## src/rtl/ksa.sv

```systemverilog
// ksa: ARC4 key-scheduling permutation over a shared single-port 256-byte S RAM.
//   clk    - system clock, rising edge
//   rst_n  - asynchronous active-low reset
//   en     - start request, accepted while rdy=1
//   rdy    - idle and ready for en
//   key    - 8*KEYLEN-bit key, byte 0 in the MSBs, latched on accept
//   addr   - S RAM address
//   rddata - S RAM read data, valid the cycle after addr with wren=0
//   wrdata - S RAM write data
//   wren   - S RAM write enable
module ksa #(
   parameter int KEYLEN = 3
) (
   input  logic                clk,
   input  logic                rst_n,
   input  logic                en,
   output logic                rdy,
   input  logic [8*KEYLEN-1:0] key,
   output logic [7:0]          addr,
   input  logic [7:0]          rddata,
   output logic [7:0]          wrdata,
   output logic                wren
);
   localparam int KW = KEYLEN > 1 ? $clog2(KEYLEN) : 1;
   typedef enum logic [2:0] {IDLE, RD_I, GET_I, RD_J, GET_J, WR_I, WR_J} state_t;
   state_t              state_q;
   logic [8*KEYLEN-1:0] key_q, key_sh;
   logic [7:0]          i_q, j_q, si_q, sj_q, j_d;
   logic [KW-1:0]       kidx_q, kidx_d;
   // shifting the selected key byte to the top avoids a computed part-select
   assign key_sh = key_q << {kidx_q, 3'b000};
   assign j_d    = j_q + rddata + key_sh[8*KEYLEN-1 -: 8];
   assign kidx_d = (kidx_q == KW'(KEYLEN - 1)) ? '0 : kidx_q + 1'b1;
   always_ff @(posedge clk or negedge rst_n) begin
      if (!rst_n) begin
         state_q <= IDLE;
         rdy     <= 1'b1;
         addr    <= '0;
         wrdata  <= '0;
         wren    <= 1'b0;
         key_q   <= '0;
         i_q     <= '0;
         j_q     <= '0;
         kidx_q  <= '0;
         si_q    <= '0;
         sj_q    <= '0;
      end else begin
         case (state_q)
            IDLE: if (en) begin
               rdy     <= 1'b0;
               key_q   <= key;
               i_q     <= '0;
               j_q     <= '0;
               kidx_q  <= '0;
               addr    <= '0;
               wren    <= 1'b0;
               state_q <= RD_I;
            end
            RD_I: state_q <= GET_I;
            GET_I: begin
               si_q    <= rddata;
               j_q     <= j_d;
               addr    <= j_d;
               state_q <= RD_J;
            end
            RD_J: state_q <= GET_J;
            GET_J: begin
               sj_q    <= rddata;
               addr    <= i_q;
               wrdata  <= rddata;
               wren    <= 1'b1;
               state_q <= WR_I;
            end
            WR_I: begin
               addr    <= j_q;
               wrdata  <= si_q;
               state_q <= WR_J;
            end
            WR_J: begin
               wren <= 1'b0;
               if (i_q == 8'hff) begin
                  rdy     <= 1'b1;
                  addr    <= '0;
                  state_q <= IDLE;
               end else begin
                  i_q     <= i_q + 1'b1;
                  kidx_q  <= kidx_d;
                  addr    <= i_q + 1'b1;
                  state_q <= RD_I;
               end
            end
            default: state_q <= IDLE;
         endcase
      end
   end
endmodule
```

## config.mk

```make
export PLATFORM = sky130hd
export DESIGN_NAME = ksa
export DESIGN_NICKNAME = d
export VERILOG_FILES = /design/src/rtl/ksa.sv
export SDC_FILE = /design/constraint.sdc
export NUM_CORES = 1
export LEC_CHECK = 0
export CORE_ASPECT_RATIO = 1.75
export CORE_MARGIN = 2
export CORE_UTILIZATION = 38
export DETAILED_ROUTE_END_ITERATION = 8
export PLACE_DENSITY = 0.57
export SLEW_MARGIN = 20
export SYNTH_ARGS = -nofsm -noshare
export SYNTH_HDL_FRONTEND = slang
export SYNTH_SLANG_ARGS = --single-unit
```

## constraint.sdc

```tcl
create_clock -name clk -period 4.6 [get_ports clk]
set_input_delay 0.92 -clock clk [delete_from_list [all_inputs] [get_ports clk]]
set_output_delay 0.92 -clock clk [all_outputs]
set_load 0.05 [all_outputs]
```

# Word-level counts from Yosys, hierarchy flattened

Index checks and enable logic that the tools add are counted.

$lt $le $gt $ge: 0
Equal/unequal tests: 11
Reduce and logical (&&, ||, !) cells: 12
$mul: 0
Add/subtract/negate cells: 4
Bitwise gates (word level): 0
Shift-type cells: 1
Div/mod/pow operators: 0
Multiplexer cells: 18

Operators with widths:

| cell                  | count |
|---|---|
| $pmux W8 S2           | 3 |
| $pmux W8 S5           | 1 |
| $mux W8               | 3 |
| $shl A24 B5 Y24       | 1 |
| $pmux W3 S7           | 1 |
| $add A8 B8 Y8         | 2 |
| $eq A3 B3 Y1 const B  | 3 |
| $add A8 B1 Y8 const B | 1 |
| $eq A8 B8 Y1 const B  | 1 |
| $reduce_and A2 Y1     | 4 |
| $eq A3 B2 Y1 const B  | 2 |
| $mux W2               | 3 |
| $ne A2 B2 Y1 const B  | 3 |
| $reduce_and A3 Y1     | 2 |
| $reduce_bool A2 Y1    | 3 |
| $reduce_bool A5 Y1    | 1 |
| $pmux W2 S2           | 1 |
| $eq A3 B1 Y1 const B  | 1 |
| $logic_not A3 Y1      | 1 |
| $mux W1               | 3 |
| $mux W3               | 1 |
| $pmux W1 S3           | 1 |
| $reduce_bool A3 Y1    | 1 |
| $add A2 B1 Y2 const B | 1 |
| other kinds (2)       | 2 |

Bits of input ports: 35
Flip-flop bits (word level): 71
Memories kept: 0
Memory bits (read-only): 0
Memory bits (writable): 0
Output and inout bits: 18
Logic and storage cells: 56
Latch bits: 0

# Depth between registers and ports, before layout

Word-level depth: 4
Depth in mapped cells: 13
Mapped depth without buffers: 12

# Least setup slack after synthesis

Ideal clock, no wire load.

Kind: input-to-reg
Start point: input rddata[1]
End point: register addr[7]
Setup slack: 1.535 ns
Arrival: 2.925 ns
Data required time: 4.461 ns
Library setup time: 0.139 ns
Path buffers: 0
Cell stages on the path: 10
Cell sequence: inv_1 -> fa_1 -> inv_1 -> ha_1 -> fa_1 -> a211oi_1 -> o21bai_1 -> a21oi_1 -> xnor2_1 -> o211ai_1

Longest elaborated chain between the ends: 3

Ends and longest elaborated chain:

| element                    | RTL line | source |
|---|---|---|
| start: declaration         | 20       | `input logic [7:0] rddata,` |
| $add A8 B8 Y8 (2 in a row) | 32       | `assign j_d = j_q + rddata + key_sh[8*KEYLEN-1 -: 8];` |
| $pmux W8 S5                | 48       | `case (state_q)` |
| end signal: assignment     | 63       | `addr <= j_d;` |
| end signal: assignment     | 69       | `addr <= i_q;` |
| end signal: assignment     | 75       | `addr <= j_q;` |
| end: declaration           | 19       | `output logic [7:0] addr,` |

Every way passes these cells.
A chain may end at the register's enable or synchronous reset.

# Worst setup path after layout

Same ends and word-level chain as after synthesis.

==> impl_metrics.ini <==
[global_routing]
grt_remaining_overflow = 0
grt_pass1_vias = 2798
grt_usage_pct = 18.0
grt_max_degree = 40
grt_pass1_wl_um = 14400
antenna_found_initial = 0

[routing]
drt-wirelength-per-cell_um = 16.5
wirelength_um = 8550
ant_nets = 0
drtIter0Drc = 236
firstDrtPassIters = 4
vias_per_cell = 5.25
dr_total_vias = 2718
drcViolationCount = 0

[logic_synthesis]
synth_ff_type = dfrtp_1
ys_async_sr_fraction_pct = 100
ys_seq_area_share_pct = 48.7
ys_ff_latch = 71
syn_inst = 343
synth_cell_type_count = 52
synth_area_leaders = dfrtp_1, mux2_2, nand2_1
synth_area_um2 = 3650
synth_edf_count = 0
syn_area_per_cell_um2 = 10.6
synth_top_area_cell = dfrtp_1
syn_nets = 393
synth_top_cell_area_share_pct = 48.0
ys_warn_count = 0

[critical_path]
worst_setup_path_end_kind = flop
arrival_ns = 3.58
cp_slowest_stage_delay_ns = 0.53
crit_chain = clkdlybuf4s50_1, inv_1, fa_1, inv_1, ha_1, fa_1, a211oi_1, o21bai_1, a21oi_1, xnor2_1, o211ai_1
cp.required_ns = 4.78
r2r-end = addr[7]
startpoint = rddata[1]
cp_num_buf_inv = 3
rr_startpoint = kidx_q[1]
reg2reg_depth = 12
crit_fanout = 3
reg2reg_setup_slack_ns = 1.28
crit_slowest_cell = fa_1
critical_path_class = in -> reg
critPathTopFamily = adder cells
worst_setup_path_start_kind = input pin

[place]
dp_hpwl_um = 6320
pre_cts_ws_ns = 0.846
globalplace.congestion = 0.819
post_dp_cell_area_um2 = 4260
portBuffers = 52

[sta]
rsz0062_at_grt = false
finalHoldViolations = 0
slew_headroom_pct = 29.8
finalCritPeriodShare_pct = 74.0
whs_ns = 0.476
timing.setup.tns_ns = 0
worst_slack_ns = 1.20
setup_viol = 0
worst_slew_pin_slew_ns = 1.05
fin_skew_ns = 0.00702
max_freq_mhz = 294
post-route-min-period_ns = 3.40
drv_slew = 0

[clock_tree]
cts_tree = yes
clock_sinks = 71
h-tree-depth = 3
postCtsHoldBufs = 0
cts-root-buf = clkbuf_16
post_cts_buffers = 0
clkLatencyLatePin_ns = 0.33
clk_pin_slew_worst_paths_ns = 0.06
ctsResizeCount = 0
cts-buffers-inserted = 9
cts.path.max_buffers = 2

[power]
power_density_nw_per_um2 = 806
p_int_w = 0.00213
p_clk_share_pct = 17.5
combPwrFrac_pct = 51.1
power_switching_w = 0.00152
seq_power_share_pct = 31.4
power.leakage_nw = 1.99
peakVddDrop_uv = 368
switching_share_pct = 41.7
power_w = 0.00365

[layout]
fill_cells = 923
final_nets = 441
final_cell_area_um2 = 4530
diodes = 0
areaGrowthSynthToFinish_pct = 24.0
drive_above_1_share_pct = 11.6

[floorplanning]
rows = 47
dieWidth_um = 78.1
die_area_um2 = 10400
start_util_pct = 38.8
die_h_um = 134
core_area_um2 = 9410
ios = 53

[worst_hold_path]
hold_depth = 2
worstHoldStart = si_q[5]
hold_class = reg -> reg
min_to = si_q[5]

[job]
maxCapViolCount = 0

[run_status]
status = finished clean
## synth_stat cells (all sizes together) (2+ instances only)
master   instances
a22o             5
or3b             2
nor3             4
nor2            16
inv              9
o2bb2ai          2
clkbuf           8
a22oi            2
o31ai            3
a21oi           10
nand3            7
a21o             7
o21ai           32
buf             10
nand2b           3
dfrtp           70
and2             2
mux2i           19
nand3b           4
fa               8
a221oi           3
nand2           52
xnor2            8
mux2            25
ha               7
and3             2
a211oi           2
nor2b            3
## placed cells by master, fill, tap and decap left out, types with 3 or more instances in the layout
cell,n
a21o_1,7
a21oi_1,10
a221oi_1,3
a22o_1,5
buf_4,3
clkbuf_1,4
clkbuf_16,9
clkdlybuf4s50_1,51
dfrtp_1,70
fa_1,8
ha_1,7
inv_1,9
mux2_2,25
mux2i_1,19
nand2_1,52
nand2b_1,3
nand3_1,7
nand3b_1,4
nor2_1,14
nor2b_1,3
nor3_1,4
o21ai_0,31
o31ai_1,3
xnor2_1,8
## through the flow
step,utilization (%),std cells
3_5_place_dp,45.2,502
5_1_grt,48.1,518
3_3_place_gp,45.2,502
6_report,48.1,518
2_1_floorplan,-,343
4_1_cts,48.1,518
## area by class of cell
class | instances | area [µm²] | share of cell area, %
Tap cell | 122 | 153 | 3.37
Inverter | 9 | 33.8 | 0.746
Multi-Input combinational cell | 245 | 1750 | 38.7
Timing Repair Buffer | 55 | 538 | 11.9
Sequential cell | 71 | 1780 | 39.3
Clock buffer | 15 | 268 | 5.91
Clock inverter | 1 | 5.00 | 0.110
## power groups by stage
stage | combinational (W) | clock (W) | sequential [W]
final | 0.00187 | 0.000638 | 0.00115
after global routing | 0.00208 | 0.000685 | 0.00120
after CTS | 0.00189 | 0.000649 | 0.00115
after detailed placement | 0.00188 | 0 | 0.00116
after global placement | 0.00184 | 0 | 0.00115
after floorplan | 0.00128 | 0 | 0.00124
## registers in the layout (all words and copies together), names as in the netlist
name / cells
state_q: 3
kidx_q: 2
key_q: 24
addr: 8
wrdata: 8
rdy: 1
i_q: 8
j_q: 8
si_q: 8
wren: 1
## routing by layer
metal | part of all wire (%) | vias up | global-route usage (%)
met5 | 0 | - | 0
met1 | 39 | 1345 | 20.7
met4 | 2.5 | 0 | 7.41
met3 | 4.0 | 14 | 4.20
met2 | 55 | 59 | 31.8
li1 | - | 1300 | -
## cell families after synthesis
family                     count (synthesis)  share of synthesized area (%)
DFF                                       71                           48.7
AOI/OAI and AO/OA                         74                           12.9
xor gates and xnor gates                   9                           2.16
buffers and inverters                     27                           3.29
adders and majority gates                 15                           6.78
muxes                                     44                           12.9
and+or+nand+nor                          103                           13.3
## how the worst max path moves through the flow
stage	slack (ns)	depth (start not counted)	end
5_1_grt	0.98	11	addr[7]
3_3_place_gp	0.87	11	addr[7]
4_1_cts	1.19	11	addr[7]
2_1_floorplan	1.54	10	addr[7]
3_5_place_dp	0.85	11	j_q[7]
6_report	1.20	11	addr[7]
## tightest hold or removal path, stage by stage (launching register included)
cell	delay [ns]
dfrtp_1	0.34
nand2_1	0.05
nand2_1	0.05
Power figures use the tool's default switching activity.
==> RTL edit 1: new RTL, config.mk and constraints unchanged <==
Add an input register stage for `key`, with the module's reset; this delays it by one clock. The other inputs are not delayed to match.
--- a/src/rtl/ksa.sv
+++ b/src/rtl/ksa.sv
@@ -23,6 +23,17 @@
 );
    localparam int KW = KEYLEN > 1 ? $clog2(KEYLEN) : 1;
    typedef enum logic [2:0] {IDLE, RD_I, GET_I, RD_J, GET_J, WR_I, WR_J} state_t;
+
+   logic [8*KEYLEN-1:0] key_r;
+
+   always_ff @(posedge clk or negedge rst_n) begin
+      if (!rst_n) begin
+         key_r <= '0;
+      end else begin
+         key_r <= key;
+      end
+   end
+
    state_t              state_q;
    logic [8*KEYLEN-1:0] key_q, key_sh;
    logic [7:0]          i_q, j_q, si_q, sj_q, j_d;
@@ -48,7 +59,7 @@
          case (state_q)
             IDLE: if (en) begin
                rdy     <= 1'b0;
-               key_q   <= key;
+               key_q   <= key_r;
                i_q     <= '0;
                j_q     <= '0;
                kidx_q  <= '0;
Behaviour: not the same (Yosys sat finds a counterexample within 4 cycles, from zero or initial values and one cycle with rst_n low).
==> RTL edit 1 against the unedited design <==
- global-route usage decreased by 1.8 points
- sequential power increased by 15%
- clock power increased by 22%
- largest cell class unchanged
- combinational power increased by 7%
- worst setup slack got worse by 0.19 ns
- die area increased by 17%
- via count increased by 8.4%
- total power increased by 12%
- sequential cell count increased by 24
- area after synthesis increased by 17%
- routed wire length increased by 8.2%
- design area increased by 15%
==> RTL edit 1: results (changes against the unedited design) <==
outcome:
  outcome: "finished, final reports clean"  # unchanged
routing:
  wl_per_cell_um: 16.66  # was 16.50 um
  route.layer.met1.wl_mm: 3.573  # was 3.329 mm
  route.vias.total: 2945  # was 2718
  route.met2.wl_mm: 5.132  # was 4.661 mm
pwr:
  power_switching_share_pct: 41.27  # was 41.75%
  vdd_drop_max_v: 0.0003974  # was 0.0003682 V
  power_frac_seq_pct: 32.2  # was 31.4%
  comb_power_share_pct: 48.8  # was 51.1%
  power.static_leakage_uw: 0.002300  # was 0.001991 uW
synth:
  post_synth_xor_area_fraction_pct: 2.250  # was 2.158%
  synth.net_count: 420  # was 393
  post_synth_most_frequent_cells: "sky130_fd_sc_hd__dfrtp_1 (94), sky130_fd_sc_hd__nand2_1 (52), sky130_fd_sc_hd__o21ai_0 (30), sky130_fd_sc_hd__mux2_2 (25), sky130_fd_sc_hd__mux2i_1 (19)"  # was sky130_fd_sc_hd__dfrtp_1 (70), sky130_fd_sc_hd__nand2_1 (52), sky130_fd_sc_hd__o21ai_0 (31), sky130_fd_sc_hd__mux2_2 (25), sky130_fd_sc_hd__mux2i_1 (19)
  post_synth_mux_area_share_pct: 11.02  # was 12.92%
  synth_adder_area_share_pct: 5.786  # was 6.783%
clock_tree:
  worst_skew_pair.late_latency_ns: 0.35  # was 0.33 ns
critical_path:
  cell_count_of_the_worst_reg_to_reg_path: 11  # was 12
  rr_endpoint: "j_q[7]$_DFFE_PN0P_"  # was addr[7]$_DFFE_PN0P_
  worst-path-max-fanout: 11  # was 3
  ff2ff_setup_slack_ns: 1.01  # was 1.28 ns
place:
  postPlaceCellArea_mm2: 0.004898  # was 0.004257 mm^2
  hpwl_mm: 6.715  # was 6.316 mm
global_route:
  grt_pass1_wl_mm: 15.19  # was 14.40 mm
  maximum_number_of_pins_on_one_net_before_global_route_repair: 66  # was 40
  first_global_vias: 3033  # was 2798
  global_route.usage.total_pct: 16.25  # was 18.03%
final_layout:
  nets: 468  # was 441
  final_layout_size_suffix_gt1_share_pct: 12.29  # was 11.62%
min_path:
  hold-path-endpoint: "rdy$_DFFE_PN1P_"  # was si_q[5]$_DFFE_PN0P_
sta:
  timing.clock.skew_ns: 0.006865  # was 0.007015 ns
  timing_worst_slew_pin_value_ns: 0.8193  # was 1.054 ns
RTL edit 1: worst max-delay path, cell delays in order, from the launching register on:
cell and delay [ns]:
sky130_fd_sc_hd__dfrtp_1 0.51, sky130_fd_sc_hd__nor2b_1 0.55, sky130_fd_sc_hd__a21oi_1 0.22, sky130_fd_sc_hd__fa_1 0.52
sky130_fd_sc_hd__inv_1 0.04, sky130_fd_sc_hd__ha_1 0.21, sky130_fd_sc_hd__fa_1 0.43, sky130_fd_sc_hd__a211oi_1 0.36
sky130_fd_sc_hd__o21bai_1 0.13, sky130_fd_sc_hd__a21oi_1 0.19, sky130_fd_sc_hd__xnor2_1 0.16, sky130_fd_sc_hd__o21ai_0 0.12
RTL edit 1: cell type report:
| cell class | count | area, um^2 |
|---|---|---|
| fill | 1047 | 5831 |
| sequential | 95 | 2379 |
| multi-input combinational | 248 | 1773 |
| timing repair buffer | 57 | 555.5 |
| clock buffer | 9 | 225.2 |
| tap | 132 | 165.2 |
| clock inverter | 7 | 85.08 |
| inverter | 7 | 26.28 |
RTL edit 1: worst max-delay path by stage:
stage                                      from                   to  slack, ns  cells past startpoint
after floorplan                       rddata[1]  addr[5]$_DFFE_PN0P_       1.53                      9
after global placement                rddata[1]  addr[7]$_DFFE_PN0P_       0.90                     11
after detailed placement              rddata[1]   j_q[7]$_DFFE_PN0P_       0.79                     11
after CTS                 kidx_q[0]$_DFFE_PN0P_   j_q[7]$_DFFE_PN0P_       0.98                     11
after global routing      kidx_q[0]$_DFFE_PN0P_   j_q[7]$_DFFE_PN0P_       0.83                     11
final                     kidx_q[0]$_DFFE_PN0P_   j_q[7]$_DFFE_PN0P_       1.01                     11
RTL edit 1: metal layers:
layer	up-vias	global-route usage, %
li1	1393	-
met1	1471	17.79
met2	66	29.82
met3	15	3.425
met4	0	7.385
met5	-	0
==> RTL edit 2: new RTL, config.mk and constraints unchanged <==
Made on the original files. Set the parameter `KEYLEN` to 6 (it was 3).
--- a/src/rtl/ksa.sv
+++ b/src/rtl/ksa.sv
@@ -9,7 +9,7 @@
 //   wrdata - S RAM write data
 //   wren   - S RAM write enable
 module ksa #(
-   parameter int KEYLEN = 3
+   parameter int KEYLEN = 6
 ) (
    input  logic                clk,
    input  logic                rst_n,
Ports: changed (resized key); port bits go from 53 to 77. The function was not compared with the original's and may differ.
==> RTL edit 2 against the unedited design <==
- worst setup slack improved by 0.025 ns
- routed wire length increased by 30%
- register-to-register slack got worse by 0.06 ns
- total power increased by 27%
- combinational power increased by 20%
- design area increased by 34%
- non-clock buffer count increased by 25
- die area increased by 30%
- global-route usage decreased by 0.42 points
- first-iteration DRC count decreased by 40%
- area after synthesis increased by 31%
- utilization increased by 0.79 points
- sequential cell count increased by 25
- critical path type is now reg -> reg
- largest power group unchanged
- highest routed layer unchanged
==> RTL edit 2: results (changes against the unedited design) <==
final_layout:
  n_all_buffers: 80  # was 55
  multi_input_area_share_pct: 37.52  # was 38.73%
  clk_share_pct: 5.564  # was 6.022%
  fill_cells: 1165  # was 923
  final_layout_size_suffix_gt1_share_pct: 16.80  # was 11.62%
  final.clkbuf_count: 12  # was 15
  largest_reg_flops: 48  # was 24
  multi_input_gates: 280  # was 245
  flops_and_latches: 96  # was 71
  nonClockInverterCount: 11  # was 9
synth:
  post_synth_xor_area_fraction_pct: 1.827  # was 2.158%
  synth.net_count: 478  # was 393
  yosysUniqueCellTypes: 50  # was 52
  post_synth_mux_area_share_pct: 20.51  # was 12.92%
  synth_adder_area_share_pct: 5.167  # was 6.783%
  post_synthesis_compound_gate_area_fraction_pct: 9.629  # was 12.88%
  synth-seq-area-share_pct: 50.13  # was 48.68%
  synth.area.top_cells: "sky130_fd_sc_hd__dfrtp_1 (50%), sky130_fd_sc_hd__mux2_2 (11%), sky130_fd_sc_hd__mux2i_1 (5.0%), sky130_fd_sc_hd__nand2_1 (4.1%), sky130_fd_sc_hd__o21ai_0 (3.4%)"  # was sky130_fd_sc_hd__dfrtp_1 (48%), sky130_fd_sc_hd__mux2_2 (7.7%), sky130_fd_sc_hd__nand2_1 (5.3%), sky130_fd_sc_hd__mux2i_1 (5.2%), sky130_fd_sc_hd__fa_1 (4.4%)
  synth-async-reset-ratio_pct: 100.0  # unchanged
global_route:
  grt_use_met1_pct: 20.32  # was 20.72%
  grt_use_met3_pct: 2.329  # was 4.201%
  groute.layer.met2.usage_pct: 31.91  # was 31.85%
  maximum_number_of_pins_on_one_net_before_global_route_repair: 64  # was 40
  grt_pass1_wl_mm: 18.06  # was 14.40 mm
  global_route.usage.total_pct: 17.62  # was 18.03%
pwr:
  power.static_leakage_uw: 0.002625  # was 0.001991 uW
  internal-power_uw: 2840  # was 2128 uW
  vdd_drop_max_v: 0.0002592  # was 0.0003682 V
  clock_power_share_pct: 18.3  # was 17.5%
  power_frac_seq_pct: 33.1  # was 31.4%
routing:
  postRouteWirelength_mm: 11.12  # was 8.546 mm
  route.met2.wl_mm: 6.352  # was 4.661 mm
  route.vias.total: 3324  # was 2718
  route.layer.met1.wl_mm: 4.314  # was 3.329 mm
sta:
  timing.clock.skew_ns: 0.008496  # was 0.007015 ns
  worst_slew_margin_rel_pct: 29.49  # was 29.76%
place:
  globalplace.congestion: 0.8627  # was 0.8193
  port_buffers: 76  # was 52
critical_path:
  crit_slowest_cell: "sky130_fd_sc_hd__mux4_1"  # was sky130_fd_sc_hd__fa_1
  critPathMaxStageDelay_ns: 0.60  # was 0.53 ns
  cp_startpoint: "kidx_q[0]$_DFFE_PN0P_"  # was rddata[1]
outcome:
  outcome: "finished, final reports clean"  # unchanged
## RTL edit 2: cell count changes after synthesis, moves of 3 or more
cell	before	now
sky130_fd_sc_hd__a21oi_1	10	13
sky130_fd_sc_hd__a221oi_1	3	0
sky130_fd_sc_hd__buf_2	6	11
sky130_fd_sc_hd__clkbuf_1	8	5
sky130_fd_sc_hd__dfrtp_1	70	95
sky130_fd_sc_hd__mux2_2	25	48
sky130_fd_sc_hd__mux2i_1	19	24
sky130_fd_sc_hd__mux4_1	0	6
sky130_fd_sc_hd__nand3_1	7	2
sky130_fd_sc_hd__nand3b_1	4	1
## RTL edit 2: worst paths after layout
| kind | to | slack [ns] | cells after the start |
|---|---|---|---|
| max | addr[5]$_DFFE_PN0P_ | 1.22 | 12 |
| min | wrdata[1]$_DFFE_PN0P_ | 0.48 | 2 |
| max reg2reg | addr[5]$_DFFE_PN0P_ | 1.22 | 12 |
| min reg2reg | wrdata[1]$_DFFE_PN0P_ | 0.48 | 2 |
| max in group asynchronous | key_q[5]$_DFFE_PN0P_ | 2.93 | 2 |
| min in group asynchronous | addr[0]$_DFFE_PN0P_ | 0.68 | 1 |
## RTL edit 2: worst min-delay path: cells and delay by family (launching register included)
kind,cells,cell delay (ns)
AND/OR/NAND/NOR,1,0.04
AO/OA/AOI/OAI,1,0.06
flip-flops,1,0.34
## RTL edit 2: through the flow
stage | setup WS, ns | instances | total power (uW) | util, % | area, um^2
6_report | 1.221 | 650 | 4637 | 48.93 | 6050
3_5_place_dp | 1.043 | 635 | 3849 | 46.21 | 5713
4_1_cts | 1.235 | 650 | 4715 | 48.93 | 6050
5_1_grt | 0.9239 | 650 | 5022 | 48.93 | 6050
3_3_place_gp | 1.067 | 635 | 3788 | 46.21 | 5713
2_1_floorplan | 1.484 | 404 | 3180 | - | 4795
